--- config.mk ---
export PLATFORM = sky130hd
export DESIGN_NAME = class2_unary_tx_flat
export DESIGN_NICKNAME = d
export VERILOG_FILES = /design/src/rtl/class2_pkg.sv /design/src/rtl/class2_unary_tx_if.sv /design/src/rtl/class2_unary_tx.sv /design/src/flat_wrapper.sv
export SDC_FILE = /design/constraint.sdc
export NUM_CORES = 1
export LEC_CHECK = 0
export BUFFER_PORTS_ARGS = -buffer_cell sky130_fd_sc_hd__buf_2
export CORE_AREA = 2 2 39 41
export CTS_BUF_LIST = sky130_fd_sc_hd__clkbuf_16
export DETAILED_ROUTE_END_ITERATION = 12
export DIE_AREA = 0 0 41 43
export PLACE_DENSITY = 0.65
export SKIP_LAST_GASP = 1
export SYNTH_ARGS = -nofsm -noshare
export SYNTH_HDL_FRONTEND = slang
export SYNTH_SLANG_ARGS = --single-unit
--- constraint.sdc ---
create_clock -name clk -period 2.5 [get_ports clk]
set_input_delay 0 -clock clk [delete_from_list [all_inputs] [get_ports clk]]
set_output_delay 0 -clock clk [all_outputs]
set_load 0.02 [all_outputs]
--- src/rtl/class2_pkg.sv ---
// Shared definitions for the class-2 popcount datapath.
package class2_pkg;
  localparam int CLASS2_DEFAULT_WIDTH = 7;

  typedef enum logic {
    ST_IDLE = 1'b0,
    ST_SEND = 1'b1
  } state_t;
endpackage

--- src/rtl/class2_unary_tx_if.sv ---
// Count-in / serial-bit-out handshake bundle for class2_unary_tx.
interface class2_unary_tx_if
  import class2_pkg::*;
#(
  parameter int WIDTH = CLASS2_DEFAULT_WIDTH,
  parameter int CW    = $clog2(WIDTH + 1)
);
  logic [CW-1:0] in_count;
  logic          in_valid;
  logic          in_ready;
  logic          out_bit;
  logic          out_valid;
  logic          out_ready;
  logic          out_last;
  logic          busy;
  logic          err;

  modport master (
    input  in_count, in_valid, out_ready,
    output in_ready, out_bit, out_valid, out_last, busy, err
  );

  modport slave (
    output in_count, in_valid, out_ready,
    input  in_ready, out_bit, out_valid, out_last, busy, err
  );
endinterface

--- src/rtl/class2_unary_tx.sv ---
// Serial thermometer transmitter: a count becomes WIDTH bits, ones first.
// CLASS2_UNARY_SAT_EN: clamp overflow counts to WIDTH instead of dropping them.
module class2_unary_tx
  import class2_pkg::*;
#(
  parameter int WIDTH = CLASS2_DEFAULT_WIDTH,
  parameter int CW    = $clog2(WIDTH + 1)
) (
  input  logic              clk,
  input  logic              rst_n,
  class2_unary_tx_if.master bus
);
  localparam int            BW    = $clog2(WIDTH);
  localparam logic [CW-1:0] MAXC  = CW'(WIDTH);
  localparam logic [BW-1:0] LASTB = BW'(WIDTH - 1);

  state_t        r_state, w_state_nxt;
  logic [CW-1:0] r_ones, w_ones_nxt;
  logic [BW-1:0] r_beat, w_beat_nxt;
  logic          r_bit, w_bit_nxt;
  logic          r_last, w_last_nxt;
  logic          r_err, w_err_nxt;
  logic          w_accept, w_fire, w_ovf, w_drop;
  logic [CW-1:0] w_load;

  // Ready during the final beat lets the next frame follow with no idle cycle.
  assign bus.in_ready  = (r_state == ST_IDLE) || (r_last && bus.out_ready);
  assign bus.out_valid = (r_state == ST_SEND);
  assign bus.busy      = (r_state == ST_SEND);
  assign bus.out_bit   = r_bit;
  assign bus.out_last  = r_last;
  assign bus.err       = r_err;

  assign w_accept = bus.in_valid && bus.in_ready;
  assign w_fire   = (r_state == ST_SEND) && bus.out_ready;
  assign w_ovf    = bus.in_count > MAXC;

`ifdef CLASS2_UNARY_SAT_EN
  assign w_load = w_ovf ? MAXC : bus.in_count;
  assign w_drop = 1'b0;
`else
  assign w_load = bus.in_count;
  assign w_drop = w_ovf;
`endif

  always_comb begin
    w_state_nxt = r_state;
    w_ones_nxt  = r_ones;
    w_beat_nxt  = r_beat;
    w_bit_nxt   = r_bit;
    w_last_nxt  = r_last;
    w_err_nxt   = 1'b0;
    if (w_accept) begin
      w_err_nxt  = w_ovf;
      w_ones_nxt = w_load;
      w_beat_nxt = '0;
      w_last_nxt = 1'b0;
      if (w_drop) begin
        w_state_nxt = ST_IDLE;
        w_bit_nxt   = 1'b0;
      end else begin
        w_state_nxt = ST_SEND;
        w_bit_nxt   = (w_load != '0);
      end
    end else if (w_fire) begin
      if (r_last) begin
        w_state_nxt = ST_IDLE;
        w_bit_nxt   = 1'b0;
        w_last_nxt  = 1'b0;
      end else begin
        if (r_ones != '0) w_ones_nxt = r_ones - CW'(1);
        w_beat_nxt = r_beat + BW'(1);
        w_bit_nxt  = (w_ones_nxt != '0);
        w_last_nxt = (w_beat_nxt == LASTB);
      end
    end
  end

  always_ff @(posedge clk or negedge rst_n) begin
    if (!rst_n) begin
      r_state <= ST_IDLE;
      r_ones  <= '0;
      r_beat  <= '0;
      r_bit   <= 1'b0;
      r_last  <= 1'b0;
      r_err   <= 1'b0;
    end else begin
      r_state <= w_state_nxt;
      r_ones  <= w_ones_nxt;
      r_beat  <= w_beat_nxt;
      r_bit   <= w_bit_nxt;
      r_last  <= w_last_nxt;
      r_err   <= w_err_nxt;
    end
  end
endmodule

--- src/flat_wrapper.sv ---
// flat-port wrapper written by rule: the top's interface ports become plain ports
module class2_unary_tx_flat import class2_pkg::*;
#(
  parameter int WIDTH = CLASS2_DEFAULT_WIDTH,
  parameter int CW    = $clog2(WIDTH + 1)
)
  (clk, rst_n, bus_in_count, bus_in_valid, bus_out_ready, bus_in_ready, bus_out_bit, bus_out_valid, bus_out_last, bus_busy, bus_err);
  class2_unary_tx_if #(.WIDTH(WIDTH), .CW(CW)) bus_i ();
  input  logic clk;
  input  logic rst_n;
  input wire logic [$bits(bus_i.in_count)-1:0] bus_in_count;
  input wire logic [$bits(bus_i.in_valid)-1:0] bus_in_valid;
  input wire logic [$bits(bus_i.out_ready)-1:0] bus_out_ready;
  output wire logic [$bits(bus_i.in_ready)-1:0] bus_in_ready;
  output wire logic [$bits(bus_i.out_bit)-1:0] bus_out_bit;
  output wire logic [$bits(bus_i.out_valid)-1:0] bus_out_valid;
  output wire logic [$bits(bus_i.out_last)-1:0] bus_out_last;
  output wire logic [$bits(bus_i.busy)-1:0] bus_busy;
  output wire logic [$bits(bus_i.err)-1:0] bus_err;
  assign bus_i.in_count = bus_in_count;
  assign bus_i.in_valid = bus_in_valid;
  assign bus_i.out_ready = bus_out_ready;
  assign bus_in_ready = bus_i.in_ready;
  assign bus_out_bit = bus_i.out_bit;
  assign bus_out_valid = bus_i.out_valid;
  assign bus_out_last = bus_i.out_last;
  assign bus_busy = bus_i.busy;
  assign bus_err = bus_i.err;
  class2_unary_tx #(.WIDTH(WIDTH), .CW(CW)) u_core (.clk(clk), .rst_n(rst_n), .bus(bus_i));
endmodule
=== Yosys cells after proc, flatten, opt, wreduce, memory -nomap -nowiden ===
Index checks and enable logic that the tools add are counted.

* Memories kept: 0
* Output and inout port bits: 6
* Memory bits (writable): 0
* Input bits: 7
* Bits in latches: 0
* Logic and storage cells: 45
* ROM bits: 0
* Register bits: 10

* Add/subtract/negate cells: 2
* Bitwise logic cells: 1
* Multiply operators: 0
* Reduce and logical (&&, ||, !) cells: 11
* Equal/unequal tests: 2
* Order comparisons: 1
* Divide/modulo/power cells: 0
* Shifts and indexed selects: 0
* Mux-type cells: 22

{| class="wikitable"
|+ Operators by type and width
! kind !! count
|-
| 3-bit 2-to-1 mux || 10
|-
| 1-bit 2-to-1 mux || 12
|-
| 3-bit nonzero test || 3
|-
| 2-bit AND reduction || 2
|-
| 2-bit nonzero test || 2
|-
| 3-bit by 1-bit adder with 3-bit output (second input constant) || 1
|-
| 3-bit equality test (second input constant) || 1
|-
| 3-bit greater-than comparator (second input constant) || 1
|-
| 1-bit logical AND || 3
|-
| 3-bit by 1-bit subtractor with 3-bit output (second input constant) || 1
|-
| 2-bit != test (second input constant) || 1
|-
| 1-bit logical OR || 1
|-
| 1-bit inverter || 1
|}

=== Depth between registers and ports, before layout ===
Gate-level depths: netlist of the first run.

* Depth in word-level cells: 9
* Mapped depth: 7
* Gate-level depth less buffers: 7

=== Worst setup path before layout of the first run ===
Ideal clock, no wire load.

* Kind: reg-to-reg
* From: reg u_core.r_state, in the netlist u_core.bus.busy
* To: reg u_core.r_bit, in the netlist u_core.bus.out_bit
* Data arrival time: 1.649 ns
* Slack: 0.769 ns
* Stages on the path, launching flop included: 5
* Buffers on the path: 0
* Data required time: 2.418 ns
* Cell sequence: dfrtp_1 -> a21bo_4 -> and2_4 -> or4_1 -> a31oi_1

* Longest elaborated chain between the ends: 4
* Elaborated cells between the ends (all ways): 6

{| class="wikitable"
|+ Ends and longest elaborated chain
! what !! RTL line !! source
|-
| start, declared || class2_unary_tx.sv:17 || <nowiki>state_t r_state, w_state_nxt;</nowiki>
|-
| start signal, assigned || class2_unary_tx.sv:88 || <nowiki>r_state <= w_state_nxt;</nowiki>
|-
| 1-bit inverter (*) || class2_unary_tx.sv:27 || <nowiki>assign bus.in_ready = (r_state == ST_IDLE) || (r_last && bus.out_ready);</nowiki>
|-
| 1-bit logical OR (*) || class2_unary_tx.sv:27 ||
|-
| via bus_in_ready || flat_wrapper.sv:14 || <nowiki>output wire logic [$bits(bus_i.in_ready)-1:0] bus_in_ready;</nowiki>
|-
| 1-bit logical AND (*) || class2_unary_tx.sv:34 || <nowiki>assign w_accept = bus.in_valid && bus.in_ready;</nowiki>
|-
| 1-bit 2-to-1 mux or 2-bit nonzero test (tied branches) || n/a ||
|-
| end signal, assigned || class2_unary_tx.sv:91 || <nowiki>r_bit <= w_bit_nxt;</nowiki>
|-
| end, declared || class2_unary_tx.sv:20 || <nowiki>logic r_bit, w_bit_nxt;</nowiki>
|}

The timed path passes the listed nets; every way through them passes the cells marked *.
A chain may end at the register's enable or synchronous reset.

=== Worst setup path in the final report of the first run ===
* From: reg u_core.r_ones[0]
* To: reg u_core.r_bit, in the netlist u_core.bus.out_bit

* Longest elaborated chain between the ends: 9
* Elaborated cells between the ends (all ways): 10

{| class="wikitable"
|+ Ends and longest elaborated chain
! what !! RTL line !! source
|-
| start, declared || class2_unary_tx.sv:18 || <nowiki>logic [CW-1:0] r_ones, w_ones_nxt;</nowiki>
|-
| start signal, assigned || class2_unary_tx.sv:89 || <nowiki>r_ones <= w_ones_nxt;</nowiki>
|-
| 3-bit by 1-bit subtractor with 3-bit output or 3-bit nonzero test (tied branches) || class2_unary_tx.sv:71 || <nowiki>if (r_ones != '0) w_ones_nxt = r_ones - CW'(1);</nowiki>
|-
| 3-bit 2-to-1 mux (*) || class2_unary_tx.sv:71 ||
|-
| 3-bit 2-to-1 mux (*) || class2_unary_tx.sv:66 || <nowiki>if (r_last) begin</nowiki>
|-
| 3-bit 2-to-1 mux (*) || class2_unary_tx.sv:65 || <nowiki>end else if (w_fire) begin</nowiki>
|-
| 3-bit 2-to-1 mux (*) || class2_unary_tx.sv:53 || <nowiki>if (w_accept) begin</nowiki>
|-
| 3-bit nonzero test (*) || class2_unary_tx.sv:73 || <nowiki>w_bit_nxt = (w_ones_nxt != '0);</nowiki>
|-
| 1-bit 2-to-1 mux (*) || class2_unary_tx.sv:66 ||
|-
| 1-bit 2-to-1 mux (*) || class2_unary_tx.sv:65 ||
|-
| 1-bit 2-to-1 mux (*) || class2_unary_tx.sv:53 ||
|}

Mark *: on every way between the ends. The rest lies on a longest branch, timed or not. The select of a mux whose other input is x is not followed.

==> impl_results.md, run 1 <==
* Status: completed
* Core Area at 1380 sq um
* Part of the Yosys area used for sequential elements at 42.2%
* Slew Limit Fails at 0
* Post CTS Setup Buffer Count at 0
* Yosys warns at 0
* DRT Pass-1 Iters at 4
* Via density at 5.22
* Ranking of synthesized cells by area: dfrtp_1 (42%), ha_1 (11%), nand2_1 (5.1%)
* Clk_lat worst skew at 0.24 ns
* Antenna cells at 0
* Setup TNS at 0 ns
* Worst endpoint required time at 2.65 ns
* First-pass GRT wire length at 1.88 mm
* Max Root-Sink Buffers at 2
* Full die area at 1760 sq um
* Power density over cell area at 1250 nW/um^2
* Final Hold Viols at 0
* Initial antenna violation count at 0
* Remaining antenna violation count at 0
* CP arrival at 1.87 ns
* Tmin final at 1.72 ns
* Largest area contributor in the netlist: dfrtp_1
* Max VDD drop at 0.000585 V
* Worst Setup End Kind: register
* Critical Path Start Type: register
* DR vias at 485
* Synth Cell Area at 593 sq um
* H-tree levels at 1
* Post-DP HPWL at 832 um
* TritonCTS Buffers at 3
* Syn nets at 73
* TritonCTS clock tree: built
* Clk slew on worst S/H paths at 0.04 ns
* DIE WIDTH at 41 um
* Global route overflow at 0
* Compound-Gate Fraction of Synth Area at 19.2%
* Simple-gate share of the synthesized area at 19.0%
* PortBufs at 12
* CP max FO at 5
* Clk sinks at 10
* CTS Root Cell: clkbuf_16
* Reg2reg setup slack at 0.78 ns
* HP Class: primary input to register
* Post-Route WL at 1.15 mm
* Multiplexer area fraction after synthesis at 1.90%
* Place WS at 0.814 ns
* Crit Path Category: register to register
* Netlist cell types at 27
* Number of global-route vias before repair at 460
* Initial core utilization at 42.9%
* Fmax at 582 MHz
* Final setup margin at 0.781 ns
* Synth Instances at 61
* I/O pins at 13
* DR WL/cell at 12.3 um
* Syn avg cell area at 9.72 sq um
* Synth Area in Adders at 10.5%
* Nets at 90
* Ys async rst share at 100%
* Final setup fails at 0
* Flops & latches, synth at 10
* DRT iter0 DRCs at 9
* Drc violations at 0
* Ys flop type: dfrtp_1
* Tcrit/Tclk final at 68.7%
* Post-synth top area share at 42.2%
* XOR/XNOR Fraction of Synth Area at 1.48%
* Largest net degree at the start of global routing at 11
* Post_cts resized at 0
* Post-synth EDFFs at 0
* Pleak at 0.000373 uW
* Combinational family with the most area after synthesis: compound AO/OA/AOI/OAI gates
* Area Overhead vs Synth at 27.2%
* RSZ-0062 raised after global routing: false
* Global router's overall resource usage at 16.6%
* Post-synth top cells: dfrtp_1 (10), nand2_1 (8), inv_1 (6)
* Share of cells above drive strength 1 at 28.6%
* Most common cell in the netlist: dfrtp_1
* Die Y at 43 um
* Max-cap viol count at 0
* Setup Skew at 0.00314 ns
* Row count at 14
* GP Congestion at 0.771
## cells in the final DEF (no fill, tap or decap), drive strengths merged, types with 2 or more instances in the layout
cell and n:
nor3 3, clkbuf 3, ha 5, dfrtp 10, a221o 2, nand2 8
buf 12, nor2 3, o21ai 5, inv 6
## registers in the layout (all words and copies together), names as in the netlist
signal,flops
u_core.r_ones,3
u_core.bus.out_last,1
u_core.r_beat,3
u_core.bus.busy,1
u_core.bus.err,1
u_core.bus.out_bit,1
## stage by stage
stage	instance area (sq um)	std cells	power (uW)	util, %	hold WS [ns]
2_1_floorplan	593	61	570	-	-0.296
3_3_place_gp	666	88	649	48.1	-0.119
3_5_place_dp	666	88	660	48.1	-0.124
4_1_cts	754	93	949	54.5	0.0184
5_1_grt	754	93	1020	54.5	0.0316
6_report	754	93	941	54.5	0.0253
## final cells by class
class	count	area, sq um
flip-flops and latches	10	250
clock buffers	3	75.1
repair buffers	13	70.1
fillers	132	629
inverters	6	22.5
well taps	16	20.0
clock inverters	1	3.75
multi-input cells	44	313
## cells by family (layout without fill, tap and decap cells)
| group | Yosys count | in the layout |
|---|---|---|
| and+or+nand+nor | 21 | 21 |
| AOI/OAI and AO/OA | 15 | 15 |
| DFF | 10 | 10 |
| buffers and inverters | 7 | 23 |
| adders and majority gates | 5 | 5 |
| other | 1 | 1 |
| xor gates and xnor gates | 1 | 1 |
| muxes | 1 | 1 |
## power breakdown
group	total [uW]	switching (uW)	internal [uW]
registers	286	62.2	224
clock network	281	71.6	209
logic	375	195	179
## routing by layer
layer | up-vias | part of all wire [%] | GRT usage [%]
met5 | - | 0 | 0
met4 | 0 | 3.1 | 12.0
met3 | 6 | 8.4 | 6.28
met2 | 17 | 39 | 21.6
met1 | 217 | 49 | 21.6
li1 | 245 | - | -
## critical path: stages, from the launching register on
cell and delay, ns:
dfrtp_1 0.40, inv_1 0.06, ha_1 0.21, ha_1 0.24, nor4b_1 0.16, or4_1 0.40
a31oi_1 0.17
## repair_timing
item                       CTS  global route
hold buffers                 1             0
setup endpoints to repair    0             0
hold endpoints to repair    10             0
## path summary, 6_finish.rpt
| check | from | end | depth (start not counted) |
|---|---|---|---|
| min in group asynchronous | rst_n | u_core.bus.out_last$_DFFE_PN0P_ | 2 |
| hold reg to reg | u_core.r_beat[2]$_DFFE_PN0P_ | u_core.r_beat[2]$_DFFE_PN0P_ | 1 |
| setup / recovery | u_core.r_ones[0]$_DFFE_PN0P_ | u_core.bus.out_bit$_DFFE_PN0P_ | 6 |
| setup reg to reg | u_core.r_ones[0]$_DFFE_PN0P_ | u_core.bus.out_bit$_DFFE_PN0P_ | 6 |
| hold / removal | bus_in_valid | u_core.bus.busy$_DFFE_PN0P_ | 2 |
| max in group asynchronous | rst_n | u_core.r_ones[0]$_DFFE_PN0P_ | 2 |
No activity file was read; power rests on OpenSTA's default activity.
==> inputs of run 2 (changes only) <==
--- a/config.mk
+++ b/config.mk
@@ -6,11 +6,11 @@
 export NUM_CORES = 1
 export LEC_CHECK = 0
 export BUFFER_PORTS_ARGS = -buffer_cell sky130_fd_sc_hd__buf_2
-export CORE_AREA = 2 2 39 41
+export CORE_MARGIN = 2
+export CORE_UTILIZATION = 45
 export CTS_BUF_LIST = sky130_fd_sc_hd__clkbuf_16
 export DETAILED_ROUTE_END_ITERATION = 12
-export DIE_AREA = 0 0 41 43
-export PLACE_DENSITY = 0.65
+export PLACE_DENSITY = 0.69
 export SKIP_LAST_GASP = 1
 export SYNTH_ARGS = -nofsm -noshare
 export SYNTH_HDL_FRONTEND = slang
==> constraint.sdc (replaced) <==
create_clock -name clk -period 1.5 [get_ports clk]
set_input_delay 0 -clock clk [delete_from_list [all_inputs] [get_ports clk]]
set_output_delay 0 -clock clk [all_outputs]
set_load 0.02 [all_outputs]
==> impl_results.md, run 2 (synthesized netlist as in run 1, its figures left out) <==
* Worst endpoint required time at 1.66 ns
* Clk_lat worst skew at 0.24 ns
* Top Registers: u_core.r_beat: 3 flops, u_core.r_ones: 3 flops
* DIE WIDTH at 40.3 um
* Fmax at 668 MHz
* Reg2reg setup slack at 0.004 ns
* Tcrit/Tclk final at 99.8%
* Share of cells above drive strength 1 at 44.0%
* Final core occ at 67.0%
* Clk slew on worst S/H paths at 0.04 ns
* Met2 Use GR at 35.9%
* Core Area at 1270 sq um
* Remaining antenna violation count at 0
* Tmin final at 1.50 ns
* CP max-delay cell: or4_1
* Setup Skew at 0.00409 ns
* HP Class: primary input to register
* Critical Path Max Stage Delay at 0.49 ns
* Non-Filler Instances at 99
* Die Y at 40.3 um
* Critical Path Start Type: register
* Hold Slack at 0.0259 ns
* Fill count at 97
* PortBufs at 12
* Crit Path Category: register to register
* Most frequent cells in the layout: buf_2 (12), nand2_1 (8), dfrtp_1 (8)
* CP max FO at 3
* Initial antenna violation count at 0
* CP arrival at 1.66 ns
* Initial core utilization at 46.7%
* Clk sinks at 10
* CTS Root Cell: clkbuf_16
* Via density at 5.27
* Pleak at 0.000405 uW
* Worst Setup End Kind: register
* Grt met1 use at 24.4%
* Final setup fails at 0
* CP cell instances: inv_2 -> ha_4 -> inv_2 -> ha_4 -> nor3_1 -> or4_1 -> a31oi_1
* Global route overflow at 0
* Full die area at 1620 sq um
* Placed cell count at 93
* Most common cell after layout, fill and taps aside: buf_2
* First-pass GRT wire length at 2.15 mm
* Max-cap viol count at 0
* GP Congestion at 0.748
* Largest net degree at the start of global routing at 11
* Max Root-Sink Buffers at 2
* GR peak layer: met2
* Area Overhead vs Synth at 43.2%
* Number of global-route vias before repair at 498
* I/O pins at 13
* WP buf/inv at 2
* Antenna cells at 0
* Row count at 13
* H-tree levels at 1
* DRT Pass-1 Iters at 5
* Drc violations at 0
* Nets at 97
* Power density over cell area at 2140 nW/um^2
* TritonCTS Buffers at 3
* DR WL/cell at 12.9 um
* CP top delay family: simple AND/OR/NAND/NOR gates
* GR Util met3 at 6.67%
* Worst Hold Depth at 2
* TritonCTS clock tree: built
* Post-DP HPWL at 972 um
* Crit path depth at 7
* Slew Limit Fails at 0
* DR vias at 522
* Final Hold Viols at 0
* Global router's overall resource usage at 21.7%
* Max VDD drop at 0.00116 V
* R2R depth at 7
* RSZ-0062 raised after global routing: true
* Status: completed
* DRT iter0 DRCs at 3
* Post-Route WL at 1.28 mm
## run 2: power by group
| group | leakage, uW | internal, uW | switching [uW] |
|---|---|---|---|
| Combinational | 0.000248 | 466 | 424 |
| Sequential | 0.000119 | 376 | 81.3 |
| Clock | 0.0000385 | 349 | 121 |
| Total | 0.000405 | 1190 | 627 |
## run 2: layout make-up
cell class              instances  area (sq um)  area share, %
multi-input cells              44           350           41.2
flip-flops and latches         10           253           29.7
repair buffers                 20           126           14.9
clock buffers                   3          75.1           8.84
inverters                       6          22.5           2.65
well taps                      15          18.8           2.21
clock inverters                 1          3.75          0.442
## run 2: path summary, 6_finish.rpt
kind,startpoint,end
setup / recovery,u_core.r_ones[0]$_DFFE_PN0P_,u_core.bus.out_bit$_DFFE_PN0P_
hold / removal,bus_in_count[0],u_core.r_ones[0]$_DFFE_PN0P_
setup reg to reg,u_core.r_ones[0]$_DFFE_PN0P_,u_core.bus.out_bit$_DFFE_PN0P_
hold reg to reg,u_core.r_beat[2]$_DFFE_PN0P_,u_core.r_beat[2]$_DFFE_PN0P_
max in group asynchronous,rst_n,u_core.bus.out_last$_DFFE_PN0P_
min in group asynchronous,rst_n,u_core.bus.out_bit$_DFFE_PN0P_
## run 2: worst reg2reg max path: stages, from the launching register on
cell	delay [ns]
dfrtp_1	0.35
inv_2	0.05
ha_4	0.17
inv_2	0.06
ha_4	0.13
nor3_1	0.04
or4_1	0.49
a31oi_1	0.13
## run 2: routing by layer
metal / vias to the layer above / wire [um]
met4: 0 / 28
li1: 260 / -
met3: 3 / 81
met1: 240 / 536
met5: - / 0
met2: 19 / 629
## run 2: timing repair
item	in CTS	in global routing
pin swaps	3	5
buffers inserted	0	1
endpoints found under the hold margin	10	0
endpoints found under the setup margin	2	3
resized for setup	6	1
hold buffers	1	0
## run 2: stage by stage
stage | setup slack [ns] | setup TNS, ns | instance area [sq um] | total power, uW
global placement | 0.00187 | 0 | 719 | 1200
global route | -0.0328 | -0.0685 | 850 | 1960
CTS | -0.0337 | -0.0337 | 838 | 1810
floorplan | -0.0520 | -0.0520 | 603 | 964
detailed placement | -0.0502 | -0.0508 | 719 | 1220
finish | 0.00367 | 0 | 850 | 1820
